[config.mk]
export PLATFORM = sky130hd
export DESIGN_NAME = operand_stage
export DESIGN_NICKNAME = d
export VERILOG_FILES = /design/src/rtl/operand_stage.sv
export SDC_FILE = /design/constraint.sdc
export NUM_CORES = 1
export LEC_CHECK = 0
export BUFFER_PORTS_ARGS = -buffer_cell sky130_fd_sc_hd__buf_2
export CORE_ASPECT_RATIO = 0.5
export CORE_MARGIN = 1.5
export CORE_UTILIZATION = 43
export CTS_CLUSTER_DIAMETER = 120
export CTS_CLUSTER_SIZE = 8
export DETAILED_ROUTE_END_ITERATION = 12
export GPL_TIMING_DRIVEN = 0
export MAX_ROUTING_LAYER = met4
export PLACE_DENSITY = 0.9
export SETUP_SLACK_MARGIN = 0.2
export SLEW_MARGIN = 20
export SYNTH_ARGS = -nofsm -noshare
export SYNTH_HDL_FRONTEND = slang
export SYNTH_SLANG_ARGS = --single-unit
[constraint.sdc]
create_clock -name clk -period 1.51 [get_ports clk]
set_input_delay 0.151 -clock clk [delete_from_list [all_inputs] [get_ports clk]]
set_output_delay 0.151 -clock clk [all_outputs]
set_load 0.005 [all_outputs]
[src/rtl/operand_stage.sv]
// Operand stage: decodes the operand class from the opcode and registers per-channel operands behind a valid/ready skid-free stage.
// Optional write-back forwarding is enabled by defining OPSTAGE_FWD_EN.
module operand_stage #(
  parameter int XLEN    = 32,
  parameter int NUM_OPS = 2,
  parameter int STALL_W = 16
) (
  input  logic                      clk,
  input  logic                      rst,
  input  logic [6:0]                opcode,
  input  logic [NUM_OPS*XLEN-1:0]   dec_data,
  input  logic [NUM_OPS*XLEN-1:0]   rf_data,
  input  logic                      in_valid,
  output logic                      in_ready,
  output logic                      out_valid,
  input  logic                      out_ready,
  input  logic                      flush,
  output logic [NUM_OPS*XLEN-1:0]   op_data,
  output logic [1:0]                op_class,
  output logic [6:0]                op_opcode,
  output logic [STALL_W-1:0]        stall_cnt
`ifdef OPSTAGE_FWD_EN
  ,
  input  logic                      wb_en,
  input  logic [4:0]                wb_addr,
  input  logic [XLEN-1:0]           wb_data,
  input  logic [NUM_OPS*5-1:0]      rs_addr
`endif
);

  localparam logic [1:0]         CLS_NONE  = 2'b00;
  localparam logic [1:0]         CLS_IMM   = 2'b01;
  localparam logic [1:0]         CLS_REG   = 2'b10;
  localparam logic [STALL_W-1:0] STALL_MAX = {STALL_W{1'b1}};
  localparam logic [STALL_W-1:0] STALL_ONE = STALL_W'(1);

  logic                    out_valid_r;
  logic [NUM_OPS*XLEN-1:0] op_data_r;
  logic [1:0]              op_class_r;
  logic [6:0]              op_opcode_r;
  logic [STALL_W-1:0]      stall_cnt_r;

  logic [1:0]              class_s;
  logic [NUM_OPS*XLEN-1:0] data_nxt_s;
  logic                    in_ready_s;
  logic                    capture_s;
  logic                    stall_s;

  assign in_ready_s = !out_valid_r || out_ready;
  assign capture_s  = in_valid && in_ready_s && !flush;
  assign stall_s    = out_valid_r && !out_ready;

  // Opcode class decode; IMM is checked first so it wins over REG.
  always_comb begin
    class_s = CLS_NONE;
    if ((opcode[6:3] == 4'b0000) || (opcode[6:4] == 3'b001) || (opcode[6:2] == 5'b11001)) begin
      class_s = CLS_IMM;
    end else if ((opcode[6:4] == 3'b011) || (opcode[6:2] == 5'b01011) || (opcode[6:2] == 5'b10100)) begin
      class_s = CLS_REG;
    end else begin
      class_s = CLS_NONE;
    end
  end

  // Per-channel operand selection for the next capture; NONE keeps the held value.
  always_comb begin
    data_nxt_s = op_data_r;
    for (int k = 0; k < NUM_OPS; k++) begin
      case (class_s)
        CLS_IMM: data_nxt_s[k*XLEN +: XLEN] = dec_data[k*XLEN +: XLEN];
        CLS_REG: begin
`ifdef OPSTAGE_FWD_EN
          if (wb_en && (wb_addr == rs_addr[k*5 +: 5]) && (wb_addr != 5'd0)) begin
            data_nxt_s[k*XLEN +: XLEN] = wb_data;
          end else begin
            data_nxt_s[k*XLEN +: XLEN] = rf_data[k*XLEN +: XLEN];
          end
`else
          data_nxt_s[k*XLEN +: XLEN] = rf_data[k*XLEN +: XLEN];
`endif
        end
        default: data_nxt_s[k*XLEN +: XLEN] = op_data_r[k*XLEN +: XLEN];
      endcase
    end
  end

  // Stage entry register and handshake state; reset beats flush and capture.
  always_ff @(posedge clk) begin
    if (!rst) begin
      out_valid_r <= 1'b0;
      op_data_r   <= {(NUM_OPS*XLEN){1'b0}};
      op_class_r  <= CLS_NONE;
      op_opcode_r <= 7'd0;
    end else if (capture_s) begin
      out_valid_r <= 1'b1;
      op_data_r   <= data_nxt_s;
      op_class_r  <= class_s;
      op_opcode_r <= opcode;
    end else if (flush || (out_valid_r && out_ready)) begin
      out_valid_r <= 1'b0;
    end else begin
      out_valid_r <= out_valid_r;
    end
  end

  // Saturating back-pressure counter.
  always_ff @(posedge clk) begin
    if (!rst) begin
      stall_cnt_r <= {STALL_W{1'b0}};
    end else if (stall_s && (stall_cnt_r != STALL_MAX)) begin
      stall_cnt_r <= stall_cnt_r + STALL_ONE;
    end else begin
      stall_cnt_r <= stall_cnt_r;
    end
  end

  assign in_ready  = in_ready_s;
  assign out_valid = out_valid_r;
  assign op_data   = op_data_r;
  assign op_class  = op_class_r;
  assign op_opcode = op_opcode_r;
  assign stall_cnt = stall_cnt_r;

endmodule

==> results of run 1 <==
## sequential cells by signal (all words and copies together), names as in the netlist
name and count:
op_opcode 7, out_valid 1, stall_cnt 16, op_class 2, op_data 64
## critical path: stages
cell and delay (ps):
sky130_fd_sc_hd__buf_2 190, sky130_fd_sc_hd__clkbuf_2 300, sky130_fd_sc_hd__clkbuf_1 520, sky130_fd_sc_hd__clkbuf_2 370
sky130_fd_sc_hd__nand2_1 120, sky130_fd_sc_hd__mux2i_1 260
## power breakdown
group / switching (uW) / internal (uW)
Clock: 985 / 1470
Sequential: 133 / 2510
Combinational: 852 / 814
## cells in the mapped netlist, types with 2 or more instances
| cell | number |
|---|---|
| sky130_fd_sc_hd__buf_4 | 3 |
| sky130_fd_sc_hd__inv_1 | 2 |
| sky130_fd_sc_hd__nor2b_1 | 2 |
| sky130_fd_sc_hd__or4_1 | 4 |
| sky130_fd_sc_hd__o21a_1 | 2 |
| sky130_fd_sc_hd__o21ai_1 | 2 |
| sky130_fd_sc_hd__o2111ai_1 | 2 |
| sky130_fd_sc_hd__mux2i_1 | 66 |
| sky130_fd_sc_hd__o221ai_2 | 49 |
| sky130_fd_sc_hd__clkbuf_1 | 24 |
| sky130_fd_sc_hd__o31a_1 | 2 |
| sky130_fd_sc_hd__nor3_1 | 4 |
| sky130_fd_sc_hd__o21ai_0 | 2 |
| sky130_fd_sc_hd__buf_2 | 9 |
| sky130_fd_sc_hd__nand4_1 | 4 |
| sky130_fd_sc_hd__nand2_1 | 86 |
| sky130_fd_sc_hd__buf_12 | 6 |
| sky130_fd_sc_hd__nand2b_1 | 3 |
| sky130_fd_sc_hd__dfxtp_1 | 90 |
| sky130_fd_sc_hd__o31ai_1 | 4 |
| sky130_fd_sc_hd__nor4_1 | 4 |
| sky130_fd_sc_hd__o221ai_1 | 15 |
| sky130_fd_sc_hd__and4_1 | 2 |
| sky130_fd_sc_hd__a21oi_1 | 17 |
| sky130_fd_sc_hd__or3_1 | 4 |
| sky130_fd_sc_hd__buf_6 | 5 |
| sky130_fd_sc_hd__nor2_1 | 7 |
| sky130_fd_sc_hd__nand3_1 | 70 |
| sky130_fd_sc_hd__and3_1 | 2 |
## per-layer routing
layer / track usage [%] / part of all wire (%) / vias up
met5: - / 0 / -
met1: 33.9 / 34 / 2953
met3: 7.04 / 9.6 / 228
met4: 17.2 / 9.6 / 0
met2: 53.5 / 46 / 559
li1: - / - / 2584
## layout make-up
| class | count | area, um^2 | area share (%) |
|---|---|---|---|
| inverters | 3 | 16.3 | 0.192 |
| plain buffers | 48 | 559 | 6.61 |
| well taps | 145 | 181 | 2.15 |
| multi-input cells | 372 | 3480 | 41.2 |
| repair buffers | 298 | 2060 | 24.3 |
| clock inverters | 1 | 30.0 | 0.355 |
| clock buffers | 15 | 288 | 3.40 |
| flip-flops and latches | 90 | 1840 | 21.8 |
## cells in the final DEF (no fill, tap or decap), types with 3 or more instances in the layout
cell type                   synthesis  final
sky130_fd_sc_hd__mux2i_4            0     15
sky130_fd_sc_hd__dfxtp_4            0      8
sky130_fd_sc_hd__buf_6              5     24
sky130_fd_sc_hd__a21oi_2            0      5
sky130_fd_sc_hd__buf_8              0      9
sky130_fd_sc_hd__clkbuf_1          24     12
sky130_fd_sc_hd__nand3_1           70     67
sky130_fd_sc_hd__clkbuf_8           0      8
sky130_fd_sc_hd__o31ai_1            4      4
sky130_fd_sc_hd__o221ai_2          49     62
sky130_fd_sc_hd__buf_2              9    226
sky130_fd_sc_hd__clkbuf_16          0     19
sky130_fd_sc_hd__nand2_1           86     80
sky130_fd_sc_hd__or3_1              4      3
sky130_fd_sc_hd__clkbuf_2           0      7
sky130_fd_sc_hd__nand2_2            0      4
sky130_fd_sc_hd__nand4_1            4      4
sky130_fd_sc_hd__nor4_4             0      3
sky130_fd_sc_hd__dfxtp_1           90     73
sky130_fd_sc_hd__a21oi_1           17     12
sky130_fd_sc_hd__mux2i_1           66     35
sky130_fd_sc_hd__mux2i_2            0     16
sky130_fd_sc_hd__buf_12             6     17
sky130_fd_sc_hd__nor2_1             7      4
sky130_fd_sc_hd__buf_4              3     34
sky130_fd_sc_hd__dfxtp_2            0      9
## what timing repair did
| action | 4_1_cts | 5_1_grt |
|---|---|---|
| setup endpoints to repair | 90 | 90 |
| pin swaps | 45 | 58 |
| buffers inserted | 36 | 18 |
| cloned | 7 | 8 |
| resized for setup | 117 | 76 |
| endpoints found under the hold margin | 1 | 0 |
| hold buffers | 1 | 0 |
## through the flow
step / total power (uW) / setup TNS (ps) / std cells / area [um^2]
floorplan: 3360 / -24.9 / 511 / 5140
global placement: 3820 / -22880 / 886 / 6470
detailed placement: 3870 / -23280 / 886 / 6470
CTS: 6410 / -5.27 / 946 / 7770
global route: 6940 / -7600 / 972 / 8460
finish: 6760 / -4330 / 972 / 8460
## cell families (layout without fill, tap and decap cells)
kind of cell	after synthesis	after routing
AND/OR/NAND/NOR	199	200
AO/OA/AOI/OAI	103	104
flip-flops	90	90
multiplexers	66	66
buffers and inverters	51	365
adder cells (fa/ha/maj)	1	1
XOR/XNOR	1	1
## how the worst min path moves through the flow
stage                    from           end  slack (ps)  depth (start not counted)
CTS                 opcode[1]  op_opcode[1]          60                          3
global route        opcode[1]  op_opcode[1]          60                          3
floorplan               flush     out_valid         230                          1
detailed placement      flush     out_valid         340                          2
finish              opcode[1]  op_opcode[1]          50                          3
global placement        flush     out_valid         330                          2
==> flow_summary.html, run 1 <==
<table>
<tr><th>Metric</th><th>Value</th></tr>
<tr><th colspan="2">Floorplanning</th></tr>
<tr><td>Height of the die</td><td>78.8 um</td></tr>
<tr><td>Placeable core region</td><td>11100 um^2</td></tr>
<tr><td>Effective utilization at floorplan</td><td>44.5%</td></tr>
<tr><td>Number of core rows</td><td>27</td></tr>
<tr><td>Io pins</td><td>231</td></tr>
<tr><td>Area enclosed by the die boundary</td><td>12200 um^2</td></tr>
<tr><td>Chip Width</td><td>155 um</td></tr>
<tr><th colspan="2">Pwr</th></tr>
<tr><td>Total power per unit cell area</td><td>800 nW/um^2</td></tr>
<tr><td>Cell leakage power</td><td>0.00353 uW</td></tr>
<tr><td>Worst supply voltage drop on vdd</td><td>0.554 mV</td></tr>
<tr><th colspan="2">STA</th></tr>
<tr><td>Fmax</td><td>0.594 GHz</td></tr>
<tr><td>Final critical-path setup slack</td><td>-174 ps</td></tr>
<tr><td>Worst clock skew on the final layout</td><td>13.1 ps</td></tr>
<tr><td>RSZ-0062 raised after global routing</td><td>true</td></tr>
<tr><td>Transition at the pin with the smallest max-transition slack</td><td>752 ps</td></tr>
<tr><td>Period minus WS final</td><td>1680 ps</td></tr>
<tr><td>Slew HR</td><td>49.9%</td></tr>
<tr><td>Number of slew-limit violations in the final report</td><td>0</td></tr>
<tr><td>Count of endpoints failing hold in the final timing report</td><td>0</td></tr>
<tr><td>Finish-stage setup viols</td><td>71</td></tr>
<tr><td>Part of the cycle the worst path needs</td><td>112%</td></tr>
<tr><td>Worst hold slack</td><td>47.9 ps</td></tr>
<tr><th colspan="2">Clock tree</th></tr>
<tr><td>Num CTS Buffers</td><td>9</td></tr>
<tr><td>Number of H-tree branching levels</td><td>3</td></tr>
<tr><td>Maximum buffer depth of the clock tree</td><td>2</td></tr>
<tr><td>Root Driver</td><td>sky130_fd_sc_hd__clkbuf_16</td></tr>
<tr><td>Total clock sinks</td><td>90</td></tr>
<tr><td>TritonCTS clock tree</td><td>done</td></tr>
<tr><td>Source-to-sink clock delay at the later pin of the worst-skew pair</td><td>350 ps</td></tr>
<tr><td>Clock slew at the register clock pins of the worst setup and hold paths</td><td>70 ps</td></tr>
<tr><th colspan="2">Worst setup path</th></tr>
<tr><td>Worst endpoint data arrival time</td><td>1920 ps</td></tr>
<tr><td>Startpoint type of the worst setup path</td><td>primary input</td></tr>
<tr><td>First element of the critical path</td><td>rst</td></tr>
<tr><td>Worst Setup EP</td><td>stall_cnt[1]</td></tr>
<tr><td>Critical path start-end classification</td><td>primary input to flop</td></tr>
<tr><td>Reg2reg path depth</td><td>6</td></tr>
<tr><td>R2r setup slk</td><td>-150 ps</td></tr>
<tr><td>Endpoint of the worst-slack reg-to-reg timing path</td><td>stall_cnt[1]</td></tr>
<tr><td>CP Data Required Time</td><td>1740 ps</td></tr>
<tr><td>Critical Path Sink Type</td><td>flop</td></tr>
<tr><td>Worst R2R Start</td><td>stall_cnt[10]</td></tr>
<tr><td>Biggest fanout along the worst timing path</td><td>10</td></tr>
<tr><th colspan="2">Synthesis</th></tr>
<tr><td>Post-synthesis simple-gate area fraction</td><td>19.2%</td></tr>
<tr><td>Post-synth net total</td><td>652</td></tr>
<tr><td>Proportion of synthesized area in mux cells</td><td>13.4%</td></tr>
<tr><td>Sequential-to-total area share from yosys stat</td><td>36.5%</td></tr>
<tr><td>Distinct cell type count of the synthesized netlist</td><td>48</td></tr>
<tr><td>Portion of synthesized cell area occupied by the leading cell type</td><td>36.5%</td></tr>
<tr><td>Post-synth ARST share</td><td>0%</td></tr>
<tr><td>Number of flops mapped to enable cells by yosys</td><td>0</td></tr>
<tr><td>Post-synthesis compound-gate area fraction</td><td>23.4%</td></tr>
<tr><td>Yosys reg bits</td><td>90</td></tr>
<tr><td>Largest cells by area after synthesis</td><td>sky130_fd_sc_hd__dfxtp_1, sky130_fd_sc_hd__o221ai_2, sky130_fd_sc_hd__mux2i_1</td></tr>
<tr><td>Biggest area consumer among synthesized cells</td><td>sky130_fd_sc_hd__dfxtp_1</td></tr>
<tr><td>Post-synthesis instance area</td><td>4930 um^2</td></tr>
<tr><td>Adder-cell share of the synthesized area</td><td>0.254%</td></tr>
<tr><td>Synthesized-area fraction occupied by xor and xnor cells</td><td>0.177%</td></tr>
<tr><td>Post-Synthesis Mean Instance Area</td><td>9.66 um^2</td></tr>
<tr><td>Dominant register cell in the synthesized netlist</td><td>sky130_fd_sc_hd__dfxtp_1</td></tr>
<tr><td>Synth Instances</td><td>511</td></tr>
<tr><td>Yosys warnings</td><td>0</td></tr>
<tr><td>Combinational family with the most area after synthesis</td><td>compound AO/OA/AOI/OAI gates</td></tr>
<tr><th colspan="2">Drt</th></tr>
<tr><td>Pre-Repair DR Iteration Count</td><td>5</td></tr>
<tr><td>Wire length after detailed routing</td><td>23.6 mm</td></tr>
<tr><td>Starting DRT DRC Count</td><td>721</td></tr>
<tr><td>Vias after detailed routing</td><td>6324</td></tr>
<tr><td>DR WL/cell</td><td>24.3 um</td></tr>
<tr><td>Avg Vias per Cell</td><td>6.51</td></tr>
<tr><td>Post-route ant nets</td><td>0</td></tr>
<tr><td>DRC violation count after routing</td><td>0</td></tr>
<tr><th colspan="2">Place</th></tr>
<tr><td>Placement Setup Slack</td><td>-417 ps</td></tr>
<tr><td>Port Buffers</td><td>230</td></tr>
<tr><td>Routability congestion estimate</td><td>0.838</td></tr>
<tr><td>Detailed placement HPWL</td><td>11.5 mm</td></tr>
<tr><th colspan="2">Flow run</th></tr>
<tr><td>Number of max-cap violations</td><td>0</td></tr>
<tr><th colspan="2">Global route</th></tr>
<tr><td>Overall global routing resource usage</td><td>31.0%</td></tr>
<tr><td>First-pass GRT wire length</td><td>28.9 mm</td></tr>
<tr><td>Pin count of the biggest net entering global routing</td><td>14</td></tr>
<tr><td>Via count of the first global-routing pass</td><td>5647</td></tr>
<tr><td>Initial antenna violation count</td><td>0</td></tr>
<tr><td>Total overflow reported by the global router</td><td>0</td></tr>
<tr><th colspan="2">Outcome</th></tr>
<tr><td>Status</td><td>finished, violations left</td></tr>
<tr><td>Failing checks</td><td>setup timing</td></tr>
<tr><th colspan="2">Layout</th></tr>
<tr><td>Util after Layout</td><td>76.3%</td></tr>
<tr><td>Layout cell share with drive strength beyond 1</td><td>61.8%</td></tr>
<tr><td>Count of inserted antenna diode cells</td><td>0</td></tr>
<tr><td>Total number of nets in the final design</td><td>963</td></tr>
<tr><td>Number of fillers in the final layout</td><td>599</td></tr>
<tr><td>Area growth from synthesis to final layout</td><td>71.4%</td></tr>
<tr><th colspan="2">Hold path</th></tr>
<tr><td>Type of the tightest min-delay check</td><td>primary input to flop</td></tr>
</table>
(Power assumes the default switching activity.)
==> run 2: changes to the inputs <==
--- a/config.mk
+++ b/config.mk
@@ -8,13 +8,12 @@
 export BUFFER_PORTS_ARGS = -buffer_cell sky130_fd_sc_hd__buf_2
 export CORE_ASPECT_RATIO = 0.5
 export CORE_MARGIN = 1.5
-export CORE_UTILIZATION = 43
+export CORE_UTILIZATION = 47
 export CTS_CLUSTER_DIAMETER = 120
-export CTS_CLUSTER_SIZE = 8
+export CTS_CLUSTER_SIZE = 14
 export DETAILED_ROUTE_END_ITERATION = 12
 export GPL_TIMING_DRIVEN = 0
-export MAX_ROUTING_LAYER = met4
-export PLACE_DENSITY = 0.9
+export PLACE_DENSITY = 0.93
 export SETUP_SLACK_MARGIN = 0.2
 export SLEW_MARGIN = 20
 export SYNTH_ARGS = -nofsm -noshare
==> constraint.sdc (replaced) <==
create_clock -name clk -period 1.6 [get_ports clk]
set_input_delay 0.16 -clock clk [delete_from_list [all_inputs] [get_ports clk]]
set_output_delay 0.16 -clock clk [all_outputs]
set_load 0.005 [all_outputs]
==> flow_summary.html, run 2 (same netlist as run 1, synthesis figures left out) <==
<table>
<tr><th>Metric</th><th>Value</th></tr>
<tr><th colspan="2">Drt</th></tr>
<tr><td>Avg Vias per Cell</td><td>6.34 (was 6.51)</td></tr>
<tr><td>DR WL/cell</td><td>22.6 um (was 24.3 um)</td></tr>
<tr><td>Vias after detailed routing</td><td>6119 (was 6324)</td></tr>
<tr><td>Wire length after detailed routing</td><td>21.9 mm (was 23.6 mm)</td></tr>
<tr><td>DRC violation count after routing</td><td>0 (unchanged)</td></tr>
<tr><td>Post-route ant nets</td><td>0 (unchanged)</td></tr>
<tr><td>Pre-Repair DR Iteration Count</td><td>5 (unchanged)</td></tr>
<tr><td>Starting DRT DRC Count</td><td>623 (was 721)</td></tr>
<tr><th colspan="2">Global route</th></tr>
<tr><td>Met1 demand-to-capacity share in global routing</td><td>35.6% (was 33.9%)</td></tr>
<tr><td>Total overflow reported by the global router</td><td>0 (unchanged)</td></tr>
<tr><td>Initial antenna violation count</td><td>0 (unchanged)</td></tr>
<tr><td>First-pass GRT wire length</td><td>28.3 mm (was 28.9 mm)</td></tr>
<tr><td>Global-route layer with the greatest usage</td><td>met2 (unchanged)</td></tr>
<tr><td>M2 GR Usage</td><td>62.3% (was 53.5%)</td></tr>
<tr><td>Via count of the first global-routing pass</td><td>5642 (was 5647)</td></tr>
<tr><td>Overall global routing resource usage</td><td>32.8% (was 31.0%)</td></tr>
<tr><td>Grt met3 use</td><td>6.95% (was 7.04%)</td></tr>
<tr><td>Pin count of the biggest net entering global routing</td><td>16 (was 14)</td></tr>
<tr><th colspan="2">Worst setup path</th></tr>
<tr><td>Worst R2R Start</td><td>stall_cnt[8] (was stall_cnt[10])</td></tr>
<tr><td>R2r setup slk</td><td>-70 ps (was -150 ps)</td></tr>
<tr><td>Startpoint type of the worst setup path</td><td>primary input (unchanged)</td></tr>
<tr><td>Max stage delay on crit path</td><td>530 ps (was 520 ps)</td></tr>
<tr><td>Critical Path Sink Type</td><td>flop (unchanged)</td></tr>
<tr><td>Number of cells on the critical path</td><td>6 (unchanged)</td></tr>
<tr><td>CP Data Required Time</td><td>1860 ps (was 1740 ps)</td></tr>
<tr><td>Slowest-stage cell, CP</td><td>sky130_fd_sc_hd__buf_1 (was sky130_fd_sc_hd__clkbuf_1)</td></tr>
<tr><td>Family with the most delay on the worst path</td><td>buffers and inverters (unchanged)</td></tr>
<tr><td>Biggest fanout along the worst timing path</td><td>10 (unchanged)</td></tr>
<tr><td>Endpoint of the worst-slack reg-to-reg timing path</td><td>stall_cnt[15] (was stall_cnt[1])</td></tr>
<tr><td>Total buffers and inverters traversed by the critical path</td><td>4 (unchanged)</td></tr>
<tr><td>Reg2reg path depth</td><td>5 (was 6)</td></tr>
<tr><td>Most used cell, CP</td><td>sky130_fd_sc_hd__clkbuf_2 (unchanged)</td></tr>
<tr><td>Critical path start-end classification</td><td>primary input to flop (unchanged)</td></tr>
<tr><td>CP Cell Sequence</td><td>buf_2 -&gt; clkbuf_2 -&gt; clkbuf_2 -&gt; buf_1 -&gt; nand3_1 -&gt; o221ai_4 (was buf_2 -&gt; clkbuf_2 -&gt; clkbuf_1 -&gt; clkbuf_2 -&gt; nand2_1 -&gt; mux2i_1)</td></tr>
<tr><td>Worst endpoint data arrival time</td><td>1950 ps (was 1920 ps)</td></tr>
<tr><th colspan="2">STA</th></tr>
<tr><td>Final critical-path setup slack</td><td>-84.5 ps (was -174 ps)</td></tr>
<tr><td>Worst clock skew on the final layout</td><td>8.20 ps (was 13.1 ps)</td></tr>
<tr><td>Slew HR</td><td>56.0% (was 49.9%)</td></tr>
<tr><td>Finish-stage setup viols</td><td>14 (was 71)</td></tr>
<tr><td>Transition at the pin with the smallest max-transition slack</td><td>661 ps (was 752 ps)</td></tr>
<tr><td>Fmax</td><td>0.594 GHz</td></tr>
<tr><td>Period minus WS final</td><td>1680 ps</td></tr>
<tr><td>Part of the cycle the worst path needs</td><td>105%</td></tr>
<tr><td>Number of slew-limit violations in the final report</td><td>0 (unchanged)</td></tr>
<tr><td>Count of endpoints failing hold in the final timing report</td><td>0 (unchanged)</td></tr>
<tr><td>RSZ-0062 raised after global routing</td><td>true (unchanged)</td></tr>
<tr><th colspan="2">Clock tree</th></tr>
<tr><td>TritonCTS clock tree</td><td>done (unchanged)</td></tr>
<tr><td>Source-to-sink clock delay at the later pin of the worst-skew pair</td><td>350 ps (about the same)</td></tr>
<tr><td>Total clock sinks</td><td>90 (unchanged)</td></tr>
<tr><td>Maximum buffer depth of the clock tree</td><td>2 (unchanged)</td></tr>
<tr><td>Root Driver</td><td>sky130_fd_sc_hd__clkbuf_16 (unchanged)</td></tr>
<tr><td>Clock slew at the register clock pins of the worst setup and hold paths</td><td>70 ps (about the same)</td></tr>
<tr><td>Num CTS Buffers</td><td>9 (unchanged)</td></tr>
<tr><td>Number of H-tree branching levels</td><td>3 (unchanged)</td></tr>
<tr><th colspan="2">Flow run</th></tr>
<tr><td>Number of max-cap violations</td><td>0 (unchanged)</td></tr>
<tr><th colspan="2">Layout</th></tr>
<tr><td>Final standard cell area without fillers</td><td>8450 um^2 (was 8460 um^2)</td></tr>
<tr><td>Count of inserted antenna diode cells</td><td>0 (unchanged)</td></tr>
<tr><td>Most common library cell in the layout ignoring fill and taps</td><td>sky130_fd_sc_hd__buf_2 (unchanged)</td></tr>
<tr><td>Number of fillers in the final layout</td><td>528 (was 599)</td></tr>
<tr><td>Number of flip-flops under the largest register name</td><td>64 (unchanged)</td></tr>
<tr><td>Area growth from synthesis to final layout</td><td>71.2% (was 71.4%)</td></tr>
<tr><td>Most used cells in the layout excluding fill and tap cells</td><td>sky130_fd_sc_hd__buf_2, sky130_fd_sc_hd__nand2_1, sky130_fd_sc_hd__dfxtp_1 (unchanged)</td></tr>
<tr><td>Total number of nets in the final design</td><td>961 (was 963)</td></tr>
<tr><td>Layout cell share with drive strength beyond 1</td><td>60.6% (was 61.8%)</td></tr>
<tr><td>Util after Layout</td><td>82.7% (was 76.3%)</td></tr>
<tr><th colspan="2">Pwr</th></tr>
<tr><td>Worst supply voltage drop on vdd</td><td>0.599 mV (was 0.554 mV)</td></tr>
<tr><td>Total power per unit cell area</td><td>740 nW/um^2 (was 800 nW/um^2)</td></tr>
<tr><td>Cell leakage power</td><td>0.00351 uW (was 0.00353 uW)</td></tr>
<tr><th colspan="2">Floorplanning</th></tr>
<tr><td>Area enclosed by the die boundary</td><td>11200 um^2 (was 12200 um^2)</td></tr>
<tr><td>Effective utilization at floorplan</td><td>48.3% (was 44.5%)</td></tr>
<tr><td>Chip Width</td><td>148 um (was 155 um)</td></tr>
<tr><td>Io pins</td><td>231 (unchanged)</td></tr>
<tr><td>Number of core rows</td><td>26 (was 27)</td></tr>
<tr><td>Placeable core region</td><td>10200 um^2 (was 11100 um^2)</td></tr>
<tr><td>Height of the die</td><td>75.5 um (was 78.8 um)</td></tr>
<tr><th colspan="2">Hold path</th></tr>
<tr><td>Type of the tightest min-delay check</td><td>primary input to flop (unchanged)</td></tr>
<tr><td>Endpoint with the worst hold slack</td><td>op_opcode[1] (unchanged)</td></tr>
<tr><td>Worst Hold Path Cells</td><td>3 (unchanged)</td></tr>
<tr><td>Min-Delay Startpoint</td><td>opcode[1] (unchanged)</td></tr>
<tr><th colspan="2">Place</th></tr>
<tr><td>Detailed placement HPWL</td><td>11.3 mm (was 11.5 mm)</td></tr>
<tr><td>Routability congestion estimate</td><td>0.796 (was 0.838)</td></tr>
<tr><td>Port Buffers</td><td>230 (unchanged)</td></tr>
<tr><td>Cell area after placement</td><td>6450 um^2 (was 6470 um^2)</td></tr>
<tr><th colspan="2">Outcome</th></tr>
<tr><td>Failing checks</td><td>setup timing (unchanged)</td></tr>
<tr><td>Status</td><td>finished, violations left (unchanged)</td></tr>
</table>
-- run 2: how the worst max path moves through the flow --
stage | to | from | slack [ps]
floorplan | stall_cnt[14] | stall_cnt[8] | 80
global placement | stall_cnt[10] | rst | -370
detailed placement | stall_cnt[10] | rst | -400
CTS | stall_cnt[2] | stall_cnt[11] | 60
global route | op_data[42] | rst | -140
finish | op_data[42] | rst | -80
-- run 2: report_power, final --
group,leakage (uW),switching (uW),internal [uW],total (uW)
Combinational,0.00262,791,815,1610
Sequential,0.000744,118,2360,2480
Clock,0.000145,958,1210,2170
-- run 2: layout make-up --
cell class	instances	area, um^2	share of cell area [%]
tap	140	175	2.07
clock buffer	9	225	2.67
timing repair buffer	297	2080	24.6
buffer	48	576	6.81
sequential	90	1860	22.0
multi-input combinational	371	3450	40.8
clock inverter	7	70.1	0.829
inverter	3	18.8	0.222
-- run 2: through the flow --
step / power (uW) / std cells / setup TNS [ps] / hold WS (ps) / setup WS (ps)
floorplan: 3170 / 511 / 0 / 239 / 79.8
detailed placement: 3640 / 881 / -23190 / 349 / -396
global placement: 3590 / 881 / -19290 / 342 / -372
global route: 6430 / 965 / -1940 / 92.1 / -136
CTS: 6070 / 950 / 0 / 61.4 / 57.9
finish: 6250 / 965 / -456 / 57.0 / -84.5
-- run 2: repair_timing --
item | 4_1_cts | 5_1_grt
gates resized for setup | 144 | 60
cloned | 15 | 1
setup endpoints to repair | 90 | 88
pin swaps | 67 | 22
buffers inserted | 37 | 14
hold buffers | 1 | 0
hold endpoints to repair | 1 | 0
-- run 2: routing by layer --
metal	wire, um	vias up
met5	0	-
met4	1690	0
met3	1770	170
met2	10900	446
met1	7510	2916
li1	-	2587
-- run 2: worst min-delay path, cell delays in order --
cell,delay [ps]
sky130_fd_sc_hd__buf_2,100
sky130_fd_sc_hd__nand2_1,40
sky130_fd_sc_hd__a21oi_1,50
==> run 3: changes to the inputs <==
--- a/config.mk
+++ b/config.mk
@@ -6,13 +6,14 @@
 export NUM_CORES = 1
 export LEC_CHECK = 0
 export BUFFER_PORTS_ARGS = -buffer_cell sky130_fd_sc_hd__buf_2
+export CELL_PAD_IN_SITES_DETAIL_PLACEMENT = 0
+export CELL_PAD_IN_SITES_GLOBAL_PLACEMENT = 2
 export CORE_ASPECT_RATIO = 0.5
 export CORE_MARGIN = 1.5
-export CORE_UTILIZATION = 47
+export CORE_UTILIZATION = 27
 export CTS_CLUSTER_DIAMETER = 120
 export CTS_CLUSTER_SIZE = 14
 export DETAILED_ROUTE_END_ITERATION = 12
-export GPL_TIMING_DRIVEN = 0
 export PLACE_DENSITY = 0.93
 export SETUP_SLACK_MARGIN = 0.2
 export SLEW_MARGIN = 20
==> flow_summary.html, run 3 (same netlist as run 1, synthesis figures left out) <==
<table>
<tr><th>Metric</th><th>Value</th></tr>
<tr><th colspan="2">Place</th></tr>
<tr><td>Routability congestion estimate</td><td>0.769 (was 0.796)</td></tr>
<tr><td>Detailed placement HPWL</td><td>11.2 mm (was 11.3 mm)</td></tr>
<tr><td>Port Buffers</td><td>230 (unchanged)</td></tr>
<tr><th colspan="2">Worst setup path</th></tr>
<tr><td>Biggest fanout along the worst timing path</td><td>4 (was 10)</td></tr>
<tr><td>Startpoint type of the worst setup path</td><td>flop (was primary input)</td></tr>
<tr><td>Worst endpoint data arrival time</td><td>1750 ps (was 1950 ps)</td></tr>
<tr><td>Critical Path Sink Type</td><td>flop (unchanged)</td></tr>
<tr><td>Critical path start-end classification</td><td>flop to flop (was primary input to flop)</td></tr>
<tr><td>CP Data Required Time</td><td>1820 ps (was 1860 ps)</td></tr>
<tr><th colspan="2">Layout</th></tr>
<tr><td>Number of flip-flops under the largest register name</td><td>64 (unchanged)</td></tr>
<tr><td>Layout cell share with drive strength beyond 1</td><td>57.6% (was 60.6%)</td></tr>
<tr><td>Area growth from synthesis to final layout</td><td>61.9% (was 71.2%)</td></tr>
<tr><td>Most common library cell in the layout ignoring fill and taps</td><td>sky130_fd_sc_hd__buf_2 (unchanged)</td></tr>
<tr><td>Total number of nets in the final design</td><td>931 (was 961)</td></tr>
<tr><td>Number of fillers in the final layout</td><td>1662 (was 528)</td></tr>
<tr><td>Most used cells in the layout excluding fill and tap cells</td><td>sky130_fd_sc_hd__buf_2, sky130_fd_sc_hd__nand2_1, sky130_fd_sc_hd__dfxtp_1 (unchanged)</td></tr>
<tr><td>Count of inserted antenna diode cells</td><td>0 (unchanged)</td></tr>
<tr><th colspan="2">Clock tree</th></tr>
<tr><td>Number of H-tree branching levels</td><td>3 (unchanged)</td></tr>
<tr><td>Maximum buffer depth of the clock tree</td><td>2 (unchanged)</td></tr>
<tr><td>Root Driver</td><td>sky130_fd_sc_hd__clkbuf_16 (unchanged)</td></tr>
<tr><td>Clock slew at the register clock pins of the worst setup and hold paths</td><td>60 ps (was 70 ps)</td></tr>
<tr><td>Num CTS Buffers</td><td>9 (unchanged)</td></tr>
<tr><td>TritonCTS clock tree</td><td>done (unchanged)</td></tr>
<tr><td>Total clock sinks</td><td>90 (unchanged)</td></tr>
<tr><td>Source-to-sink clock delay at the later pin of the worst-skew pair</td><td>350 ps (about the same)</td></tr>
<tr><th colspan="2">Pwr</th></tr>
<tr><td>Total power consumption of the routed design</td><td>6110 uW (was 6250 uW)</td></tr>
<tr><td>Switching Power</td><td>1670 uW (was 1870 uW)</td></tr>
<tr><td>Sequential share of power</td><td>40.4% (was 39.6%)</td></tr>
<tr><td>Internal power</td><td>4450 uW (was 4380 uW)</td></tr>
<tr><td>Worst supply voltage drop on vdd</td><td>0.515 mV (was 0.599 mV)</td></tr>
<tr><td>Part of the total power dissipated in combinational logic</td><td>21.4% (was 25.7%)</td></tr>
<tr><td>Cell leakage power</td><td>0.00328 uW (was 0.00351 uW)</td></tr>
<tr><td>Total power per unit cell area</td><td>765 nW/um^2 (was 740 nW/um^2)</td></tr>
<tr><td>Fraction of power spent switching nets</td><td>27.3% (was 29.9%)</td></tr>
<tr><td>Share of power burned in the clock network</td><td>38.3% (was 34.7%)</td></tr>
<tr><th colspan="2">STA</th></tr>
<tr><td>Fmax</td><td>0.656 GHz (was 0.594 GHz)</td></tr>
<tr><td>Number of slew-limit violations in the final report</td><td>0 (unchanged)</td></tr>
<tr><td>Setup Total Neg Slack</td><td>0 ps (was -456 ps)</td></tr>
<tr><td>Count of endpoints failing hold in the final timing report</td><td>0 (unchanged)</td></tr>
<tr><td>RSZ-0062 raised after global routing</td><td>true (unchanged)</td></tr>
<tr><td>Worst clock skew on the final layout</td><td>7.35 ps (was 8.20 ps)</td></tr>
<tr><td>Period minus WS final</td><td>1530 ps (was 1680 ps)</td></tr>
<tr><td>Part of the cycle the worst path needs</td><td>95.3% (was 105%)</td></tr>
<tr><td>Slew HR</td><td>68.4% (was 56.0%)</td></tr>
<tr><td>Finish-stage setup viols</td><td>0 (was 14)</td></tr>
<tr><td>Transition at the pin with the smallest max-transition slack</td><td>472 ps (was 661 ps)</td></tr>
<tr><th colspan="2">Outcome</th></tr>
<tr><td>Failing checks</td><td>DRC (was setup timing)</td></tr>
<tr><td>Status</td><td>finished, violations left (unchanged)</td></tr>
<tr><th colspan="2">Global route</th></tr>
<tr><td>Via count of the first global-routing pass</td><td>4729 (was 5642)</td></tr>
<tr><td>Overall global routing resource usage</td><td>16.2% (was 32.8%)</td></tr>
<tr><td>First-pass GRT wire length</td><td>24.9 mm (was 28.3 mm)</td></tr>
<tr><td>Initial antenna violation count</td><td>0 (unchanged)</td></tr>
<tr><td>Total overflow reported by the global router</td><td>0 (unchanged)</td></tr>
<tr><td>Pin count of the biggest net entering global routing</td><td>71 (was 16)</td></tr>
<tr><th colspan="2">Drt</th></tr>
<tr><td>Avg Vias per Cell</td><td>4.89 (was 6.34)</td></tr>
<tr><td>Starting DRT DRC Count</td><td>279 (was 623)</td></tr>
<tr><td>Wire length after detailed routing</td><td>16.8 mm (was 21.9 mm)</td></tr>
<tr><td>DRC violation count after routing</td><td>9 (was 0)</td></tr>
<tr><td>Pre-Repair DR Iteration Count</td><td>8 (was 5)</td></tr>
<tr><td>Vias after detailed routing</td><td>5034 (was 6119)</td></tr>
<tr><td>DR WL/cell</td><td>16.3 um (was 22.6 um)</td></tr>
<tr><td>Post-route ant nets</td><td>0 (unchanged)</td></tr>
<tr><th colspan="2">Flow run</th></tr>
<tr><td>Number of max-cap violations</td><td>0 (unchanged)</td></tr>
<tr><th colspan="2">Floorplanning</th></tr>
<tr><td>Area enclosed by the die boundary</td><td>19100 um^2 (was 11200 um^2)</td></tr>
<tr><td>Effective utilization at floorplan</td><td>28.0% (was 48.3%)</td></tr>
<tr><td>Height of the die</td><td>98.6 um (was 75.5 um)</td></tr>
<tr><td>Number of core rows</td><td>34 (was 26)</td></tr>
<tr><td>Chip Width</td><td>194 um (was 148 um)</td></tr>
<tr><td>Io pins</td><td>231 (unchanged)</td></tr>
<tr><td>Placeable core region</td><td>17600 um^2 (was 10200 um^2)</td></tr>
<tr><th colspan="2">Hold path</th></tr>
<tr><td>Type of the tightest min-delay check</td><td>primary input to flop (unchanged)</td></tr>
</table>
-- run 3: layer usage --
layer | track usage, % | part of all wire, % | vias up
met5 | 0 | 0 | -
met4 | 3.97 | 1.2 | 0
met1 | 19.8 | 44 | 2433
met3 | 3.22 | 3.2 | 15
met2 | 29.5 | 52 | 73
li1 | - | - | 2513
-- run 3: per-stage QoR --
step	std cells	setup slack [ps]	utilization [%]	cell area [um^2]	hold slack [ps]
floorplan	511	79.8	-	5130	239
global placement	975	-160	38.1	6710	342
detailed placement	975	-240	38.1	6710	354
CTS	1011	27.8	41.8	7360	33.6
global route	1029	11.4	45.4	7990	39.9
finish	1029	74.5	45.4	7990	52.7
-- run 3: repair_timing --
| action | in CTS | in global routing |
|---|---|---|
| endpoints found under the setup margin | 83 | 78 |
| cloned | 4 | 7 |
| buffers inserted | 15 | 11 |
| pin swaps | 21 | 67 |
| hold endpoints to repair | 1 | 0 |
| hold buffers | 1 | 0 |
| resized for setup | 21 | 71 |
-- run 3: area by class of cell --
class	count	area, um^2	share of cell area (%)
sequential	90	1830	22.9
clock buffer	12	246	3.08
timing repair buffer	316	2260	28.3
clock inverter	4	75.1	0.940
tap	234	293	3.66
inverter	3	11.3	0.141
multi-input combinational	370	3270	40.9
-- run 3: worst paths after layout --
| check | depth (start not counted) | from | slack [ps] | endpoint |
|---|---|---|---|---|
| worst max register to register | 7 | stall_cnt[0] | 70 | stall_cnt[11] |
| worst min register to register | 2 | op_opcode[3] | 450 | op_opcode[3] |
| worst min-delay path | 3 | opcode[1] | 50 | op_opcode[1] |
| worst max-delay path | 7 | stall_cnt[0] | 70 | stall_cnt[11] |
-- run 3: power groups by stage --
stage	registers [uW]	clock network [uW]	logic, uW
final	2470	2340	1310
after global placement	2520	0	1110
after detailed placement	2520	0	1120
after floorplan	2530	0	644
after global routing	2490	2510	1410
after CTS	2470	2420	1170
-- run 3: worst max-delay path, cell delays in order, from the launching register on --
cell and delay (ps):
sky130_fd_sc_hd__dfxtp_4 370, sky130_fd_sc_hd__ha_4 160, sky130_fd_sc_hd__nand3_4 90, sky130_fd_sc_hd__nor4_4 360, sky130_fd_sc_hd__buf_6 190, sky130_fd_sc_hd__buf_12 100, sky130_fd_sc_hd__nor4_4 30, sky130_fd_sc_hd__mux2i_1 110
